--- src/rtl/sumres_acc_ctrl_if.sv ---
// Command and result bus of the accumulator controller.
// Handshake: a transfer happens on a rising edge where valid && ready; the sender keeps its payload stable while valid && !ready.
interface sumres_acc_ctrl_if;
    logic       cmd_valid;
    logic       cmd_ready;
    logic [1:0] cmd_op;
    logic [3:0] cmd_b;
    logic       res_valid;
    logic       res_ready;
    logic [3:0] res_data;
    logic       res_c;
    logic       res_v;
    logic       res_z;

    modport master (
        output cmd_valid, cmd_op, cmd_b, res_ready,
        input  cmd_ready, res_valid, res_data, res_c, res_v, res_z
    );

    modport slave (
        input  cmd_valid, cmd_op, cmd_b, res_ready,
        output cmd_ready, res_valid, res_data, res_c, res_v, res_z
    );
endinterface

--- src/rtl/sumres_acc_ctrl.sv ---
// 4-bit accumulator controller: queues LOAD/ADD/SUB/CLR commands in a FIFO and
// sequences each through an external combinational adder, one result per command.
module sumres_acc_ctrl #(
    parameter int DEPTH = 4
) (
    input  logic             clk,
    input  logic             rst_n,
    sumres_acc_ctrl_if.slave bus,
    output logic [3:0]       add_a,
    output logic [3:0]       add_b,
    output logic             add_ci,
    input  logic [4:0]       add_s,
    output logic [3:0]       acc_q,
    output logic [1:0]       state_dbg
);
    localparam int PTR_W = $clog2(DEPTH);
    localparam int CNT_W = PTR_W + 1;
    localparam logic [1:0] OP_LOAD = 2'b00;
    localparam logic [1:0] OP_ADD  = 2'b01;
    localparam logic [1:0] OP_SUB  = 2'b10;

    typedef enum logic [1:0] {
        S_IDLE = 2'd0,
        S_EXEC = 2'd1,
        S_RESP = 2'd2
    } state_t;

    state_t           state_q, state_d;
    logic [5:0]       mem_q [DEPTH];
    logic [5:0]       mem_d [DEPTH];
    logic [PTR_W-1:0] wr_ptr_q, wr_ptr_d, rd_ptr_q, rd_ptr_d;
    logic [CNT_W-1:0] count_q, count_d;
    logic [1:0]       op_q, op_d;
    logic [3:0]       b_q, b_d;
    logic [3:0]       acc_d;
    logic [3:0]       res_data_q, res_data_d;
    logic             res_valid_q, res_valid_d;
    logic             res_c_q, res_c_d, res_v_q, res_v_d, res_z_q, res_z_d;
    logic [3:0]       add_a_q, add_a_d, add_b_q, add_b_d;
    logic             add_ci_q, add_ci_d;
    logic             cmd_ready, push, pop;
    logic [5:0]       head;

    assign cmd_ready = (count_q != CNT_W'(DEPTH));
    assign push      = bus.cmd_valid && cmd_ready;
    assign pop       = (state_q == S_IDLE) && (count_q != '0);
    assign head      = mem_q[rd_ptr_q];

    always_comb begin
        state_d     = state_q;
        mem_d       = mem_q;
        wr_ptr_d    = wr_ptr_q;
        rd_ptr_d    = rd_ptr_q;
        op_d        = op_q;
        b_d         = b_q;
        acc_d       = acc_q;
        res_data_d  = res_data_q;
        res_valid_d = res_valid_q;
        res_c_d     = res_c_q;
        res_v_d     = res_v_q;
        res_z_d     = res_z_q;
        add_a_d     = '0;
        add_b_d     = '0;
        add_ci_d    = 1'b0;
        if (push) begin
            mem_d[wr_ptr_q] = {bus.cmd_op, bus.cmd_b};
            wr_ptr_d        = wr_ptr_q + PTR_W'(1);
        end
        if (pop) begin
            rd_ptr_d = rd_ptr_q + PTR_W'(1);
        end
        count_d = count_q + CNT_W'(push) - CNT_W'(pop);
        case (state_q)
            S_IDLE: begin
                // Adder operands are registered on the pop edge so they are valid for the whole EXEC cycle.
                if (pop) begin
                    state_d = S_EXEC;
                    op_d    = head[5:4];
                    b_d     = head[3:0];
                    if (head[5:4] == OP_ADD) begin
                        add_a_d = acc_q;
                        add_b_d = head[3:0];
                    end else if (head[5:4] == OP_SUB) begin
                        add_a_d  = acc_q;
                        add_b_d  = ~head[3:0];
                        add_ci_d = 1'b1;
                    end
                end
            end
            S_EXEC: begin
                state_d     = S_RESP;
                res_valid_d = 1'b1;
                res_c_d     = 1'b0;
                res_v_d     = 1'b0;
                if (op_q == OP_ADD || op_q == OP_SUB) begin
                    acc_d   = add_s[3:0];
                    res_c_d = add_s[4];
                    res_v_d = (add_a_q[3] == add_b_q[3]) && (add_s[3] != add_a_q[3]);
                end else if (op_q == OP_LOAD) begin
                    acc_d = b_q;
                end else begin
                    acc_d = 4'd0;
                end
                res_z_d    = (acc_d == 4'd0);
                res_data_d = acc_d;
            end
            S_RESP: begin
                if (bus.res_ready) begin
                    state_d     = S_IDLE;
                    res_valid_d = 1'b0;
                end
            end
            default: state_d = S_IDLE;
        endcase
    end

    always_ff @(posedge clk or negedge rst_n) begin
        if (!rst_n) begin
            state_q     <= S_IDLE;
            for (int i = 0; i < DEPTH; i++) mem_q[i] <= '0;
            wr_ptr_q    <= '0;
            rd_ptr_q    <= '0;
            count_q     <= '0;
            op_q        <= '0;
            b_q         <= '0;
            acc_q       <= '0;
            res_data_q  <= '0;
            res_valid_q <= 1'b0;
            res_c_q     <= 1'b0;
            res_v_q     <= 1'b0;
            res_z_q     <= 1'b0;
            add_a_q     <= '0;
            add_b_q     <= '0;
            add_ci_q    <= 1'b0;
        end else begin
            state_q     <= state_d;
            mem_q       <= mem_d;
            wr_ptr_q    <= wr_ptr_d;
            rd_ptr_q    <= rd_ptr_d;
            count_q     <= count_d;
            op_q        <= op_d;
            b_q         <= b_d;
            acc_q       <= acc_d;
            res_data_q  <= res_data_d;
            res_valid_q <= res_valid_d;
            res_c_q     <= res_c_d;
            res_v_q     <= res_v_d;
            res_z_q     <= res_z_d;
            add_a_q     <= add_a_d;
            add_b_q     <= add_b_d;
            add_ci_q    <= add_ci_d;
        end
    end

    assign bus.cmd_ready = cmd_ready;
    assign bus.res_valid = res_valid_q;
    assign bus.res_data  = res_data_q;
    assign bus.res_c     = res_c_q;
    assign bus.res_v     = res_v_q;
    assign bus.res_z     = res_z_q;
    assign add_a         = add_a_q;
    assign add_b         = add_b_q;
    assign add_ci        = add_ci_q;
    assign state_dbg     = state_q;
endmodule

--- src/flat_wrapper.sv ---
// flat-port wrapper written by rule: the top's interface ports become plain ports
module sumres_acc_ctrl_flat 
#(
    parameter int DEPTH = 4
)
  (clk, rst_n, add_a, add_b, add_ci, add_s, acc_q, state_dbg, bus_cmd_valid, bus_cmd_op, bus_cmd_b, bus_res_ready, bus_cmd_ready, bus_res_valid, bus_res_data, bus_res_c, bus_res_v, bus_res_z);
  sumres_acc_ctrl_if bus_i ();
  input  logic clk;
  input  logic rst_n;
  output logic [3:0] add_a;
  output logic [3:0] add_b;
  output logic add_ci;
  input  logic [4:0] add_s;
  output logic [3:0] acc_q;
  output logic [1:0] state_dbg;
  input wire logic [$bits(bus_i.cmd_valid)-1:0] bus_cmd_valid;
  input wire logic [$bits(bus_i.cmd_op)-1:0] bus_cmd_op;
  input wire logic [$bits(bus_i.cmd_b)-1:0] bus_cmd_b;
  input wire logic [$bits(bus_i.res_ready)-1:0] bus_res_ready;
  output wire logic [$bits(bus_i.cmd_ready)-1:0] bus_cmd_ready;
  output wire logic [$bits(bus_i.res_valid)-1:0] bus_res_valid;
  output wire logic [$bits(bus_i.res_data)-1:0] bus_res_data;
  output wire logic [$bits(bus_i.res_c)-1:0] bus_res_c;
  output wire logic [$bits(bus_i.res_v)-1:0] bus_res_v;
  output wire logic [$bits(bus_i.res_z)-1:0] bus_res_z;
  assign bus_i.cmd_valid = bus_cmd_valid;
  assign bus_i.cmd_op = bus_cmd_op;
  assign bus_i.cmd_b = bus_cmd_b;
  assign bus_i.res_ready = bus_res_ready;
  assign bus_cmd_ready = bus_i.cmd_ready;
  assign bus_res_valid = bus_i.res_valid;
  assign bus_res_data = bus_i.res_data;
  assign bus_res_c = bus_i.res_c;
  assign bus_res_v = bus_i.res_v;
  assign bus_res_z = bus_i.res_z;
  sumres_acc_ctrl #(.DEPTH(DEPTH)) u_core (.clk(clk), .rst_n(rst_n), .bus(bus_i), .add_a(add_a), .add_b(add_b), .add_ci(add_ci), .add_s(add_s), .acc_q(acc_q), .state_dbg(state_dbg));
endmodule
--- config.mk ---
export PLATFORM = sky130hd
export DESIGN_NAME = sumres_acc_ctrl_flat
export DESIGN_NICKNAME = d
export VERILOG_FILES = /design/src/rtl/sumres_acc_ctrl_if.sv /design/src/rtl/sumres_acc_ctrl.sv /design/src/flat_wrapper.sv
export SDC_FILE = /design/constraint.sdc
export NUM_CORES = 1
export LEC_CHECK = 0
export ABC_AREA = 0
export CAP_MARGIN = 20
export CORE_AREA = 3 3 65 127
export CTS_BUF_LIST = sky130_fd_sc_hd__clkbuf_16
export DETAILED_ROUTE_END_ITERATION = 16
export DIE_AREA = 0 0 68 130
export GPL_TIMING_DRIVEN = 0
export PLACE_DENSITY = 0.65
export SYNTH_ARGS = -nofsm -noshare
export SYNTH_HDL_FRONTEND = slang
export SYNTH_SLANG_ARGS = --single-unit
--- constraint.sdc ---
create_clock -name clk -period 2.9 [get_ports clk]
set_input_delay 0.435 -clock clk [delete_from_list [all_inputs] [get_ports clk]]
set_output_delay 0.435 -clock clk [all_outputs]
set_load 0.02 [all_outputs]
==> results.toml <==
[logic_synthesis]
synthesis.area_per_instance_um2 = 13.2
ys_seq_area_frac = 0.548
netlist-cell-type-count = 26
synth_warn = 0
postSynthNetCount = 217
synth_seq_cells = 56
netlist_instances = 194
netlist_area_before_placement_mm2 = 0.00255

[die]
fp.dieH_um = 130
number_of_placement_rows = 44
core_area_mm2 = 0.00738
top_level_ports = 39
die_width_um = 68
initial_utilization = 0.346
dieArea_mm2 = 0.00884

[cells_and_area]
design_area_mm2 = 0.00325
nNetsFinal = 263
syn_to_final_growth_pct = 27.3
n_antenna_cell = 0
share_of_post_route_cells_with_drive_strength_above_1 = 0.208
fillCellCount = 721
post-route-util = 0.441

[hold_path]
worst_hold_path_type = "in -> async"

[routing]
drt_pre_antenna_iters = 4
avgRoutedWirePerCell_um = 13.8
post_drt_via_cell_ratio = 4.76
drt-total-wl_um = 4570
route.vias.total = 1579
drt_iter0_markers = 46
ant_nets = 0
drc = 0

[setup_path]
required_ps = 3070
critical_path.reg2reg.startpoint = "u_core.count_q[1]"
kind_of_cell_adding_the_most_delay_to_the_critical_path = "adder cells"
ff2ff_path_depth = 9
reg2reg_setup_slack_ps = 300
crit_buf_inv = 3
timing_worst_setup_path_type = "reg -> reg"
worstPathCellList = "or3_1 > nand2_1 > clkbuf_2 > inv_1 > ha_1 > inv_1 > ha_1 > fa_1 > xnor2_1"
critical_path_cell_count = 9
critPathArrivalTime_ps = 2780
max_stage_delay_ps = 410
category_of_the_worst_setup_path_capture_point = "flip-flop"
path_max_fanout = 10
critical_path.slowest_cell = "sky130_fd_sc_hd__dfrtp_1"
worst_setup_path_start_kind = "flip-flop"
rr_endpoint = "u_core.count_q[2]"

[clocking]
numClockSinks = 56
numCtsBuffers = 5
clkLatencyLatePin_ps = 290
path_clk_slew_ps = 70
clock_tree.root_cell = "sky130_fd_sc_hd__clkbuf_16"
tritoncts = "yes"
cts_h_tree_lvls = 2
post-cts-setup-buffers = 0
clk_buf_depth = 2

[sta]
finalSetupViolCount = 0
timing.final.crit_period_ps = 2600
final_max_slew_viol_count = 0
finClkSkew_ps = 8.11
final-hold-violation-count = 0
rsz0062_at_grt = "false"
worstMarginPinSlew_ps = 407
post-route-worst-setup-slack_ps = 297
clock.fmax_mhz = 384
max_slew_margin = 0.727
timing.final.crit_share = 0.898

[place]
placement.io_buffers = 38
post-dp-hpwl_um = 3440
postPlaceCellArea_mm2 = 0.00307
preCtsSetupSlack_ps = 110
routabilityCongestion = 0.707

[grt]
gr-total-overflow = 0
number_of_antenna_violations_at_the_first_check_in_global_routing = 0
first_pass_grt_wire_length_um = 7770
via_count_of_the_first_global_routing_pass = 1572
global_route.usage.total = 0.117
grt_max_degree = 42

[run_status]
result_of_the_run = "finished clean"

[power_and_ir_drop]
worst_supply_voltage_drop_on_vdd_mv = 0.522
powerDensity_mw_per_mm2 = 1210
cellLeakagePower_nw = 1.44
totalPowerFinal_mw = 3.94

[flow_run]
timing.max_cap.violations = 0
registers in the layout, indices dropped and copies added (netlist names):
name / flops
u_core.count_q: 3
u_core.wr_ptr_q: 2
u_core.add_ci: 1
u_core.bus.res_valid: 1
u_core.add_a: 4
u_core.state_dbg: 2
u_core.mem_q: 24
u_core.bus.res_data: 4
u_core.bus.res_v: 1
u_core.bus.res_c: 1
u_core.op_q: 2
u_core.add_b: 4
u_core.b_q: 4
u_core.bus.res_z: 1
u_core.rd_ptr_q: 2
where the power goes:
group	internal (mW)	leakage [nW]	switching [mW]
Combinational	0.971	0.661	0.872
Clock	0.490	0.0899	0.257
Sequential	1.15	0.688	0.199
synthesized netlist by cell type:
library cell	count	area share
sky130_fd_sc_hd__a21oi_1	9	0.018
sky130_fd_sc_hd__xnor2_1	5	0.017
sky130_fd_sc_hd__buf_6	2	0.0088
sky130_fd_sc_hd__or3b_2	1	0.0034
sky130_fd_sc_hd__ha_1	7	0.034
sky130_fd_sc_hd__clkbuf_2	1	0.0020
sky130_fd_sc_hd__mux4_1	5	0.051
sky130_fd_sc_hd__nor3b_1	6	0.018
sky130_fd_sc_hd__clkbuf_1	5	0.0073
sky130_fd_sc_hd__xor2_1	1	0.0034
sky130_fd_sc_hd__dfrtp_1	56	0.55
sky130_fd_sc_hd__nand2b_1	1	0.0025
sky130_fd_sc_hd__buf_4	4	0.012
sky130_fd_sc_hd__mux4_2	1	0.0088
sky130_fd_sc_hd__nand3b_1	4	0.012
sky130_fd_sc_hd__nor2_1	3	0.0044
sky130_fd_sc_hd__o21ai_0	10	0.020
sky130_fd_sc_hd__or3b_1	4	0.014
sky130_fd_sc_hd__nand2_1	12	0.018
sky130_fd_sc_hd__nand3_1	5	0.0098
sky130_fd_sc_hd__fa_1	1	0.0078
sky130_fd_sc_hd__and3b_1	5	0.017
sky130_fd_sc_hd__o41ai_1	2	0.0069
sky130_fd_sc_hd__mux2_2	31	0.14
sky130_fd_sc_hd__inv_1	12	0.018
sky130_fd_sc_hd__or3_1	1	0.0025
layout make-up:
class	count	area, um^2	area share
Multi-Input combinational cell	114	1030	0.317
Timing Repair Buffer	39	395	0.122
Clock buffer	5	125	0.0385
Buffer	12	77.6	0.0239
Tap cell	92	115	0.0354
Inverter	12	45.0	0.0139
Sequential cell	56	1400	0.431
Clock inverter	2	60.1	0.0185
through the flow:
stage                     cells  TNS, ps  hold WS (ps)
after global routing        332        0          79.7
after CTS                   332        0          63.3
after detailed placement    325        0           373
after global placement      324   -17660           464
after floorplan             194        0           139
final                       332        0          52.5
worst max-delay path by stage:
stage / endpoint / slack [ps] / from
6_report: u_core.count_q[2] / 300 / u_core.count_q[1]
3_5_place_dp: u_core.count_q[2] / 110 / u_core.count_q[1]
4_1_cts: u_core.count_q[2] / 60 / u_core.count_q[1]
2_1_floorplan: u_core.count_q[2] / 460 / u_core.count_q[1]
3_3_place_gp: u_core.mem_q[13] / -320 / rst_n
5_1_grt: u_core.count_q[2] / 100 / u_core.count_q[1]
cell families after synthesis:
group                    Yosys count  share of synthesized area
AO/OA/AOI/OAI                     21                     0.0441
XOR/XNOR                           6                     0.0206
adder cells (fa/ha/maj)            8                     0.0421
buffers and inverters             24                     0.0475
flip-flops                        56                      0.548
multiplexers                      37                      0.197
AND/OR/NAND/NOR                   42                      0.100
cells in the final DEF, fill, tap and decap left out, drive strengths merged, types with 7 or more instances in the layout:
cell type / count
o21ai: 10
buf: 8
inv: 12
nand2: 12
mux2: 31
dfrtp: 56
a21oi: 9
ha: 7
clkbuf: 11
clkdlybuf4s50: 37
routing by layer:
metal / up-vias / GRT usage / share of wire
met4: 0 / 0.0492 / 0.017
met2: 35 / 0.208 / 0.55
met3: 6 / 0.0224 / 0.043
met5: - / 0 / 0
met1: 774 / 0.133 / 0.39
li1: 764 / - / -
what timing repair did:
| item | CTS | global route |
|---|---|---|
| gates resized for setup | 0 | 2 |
| endpoints found under the setup margin | 0 | 1 |
| hold buffers | 0 | 0 |
(Power assumes the default switching activity.)
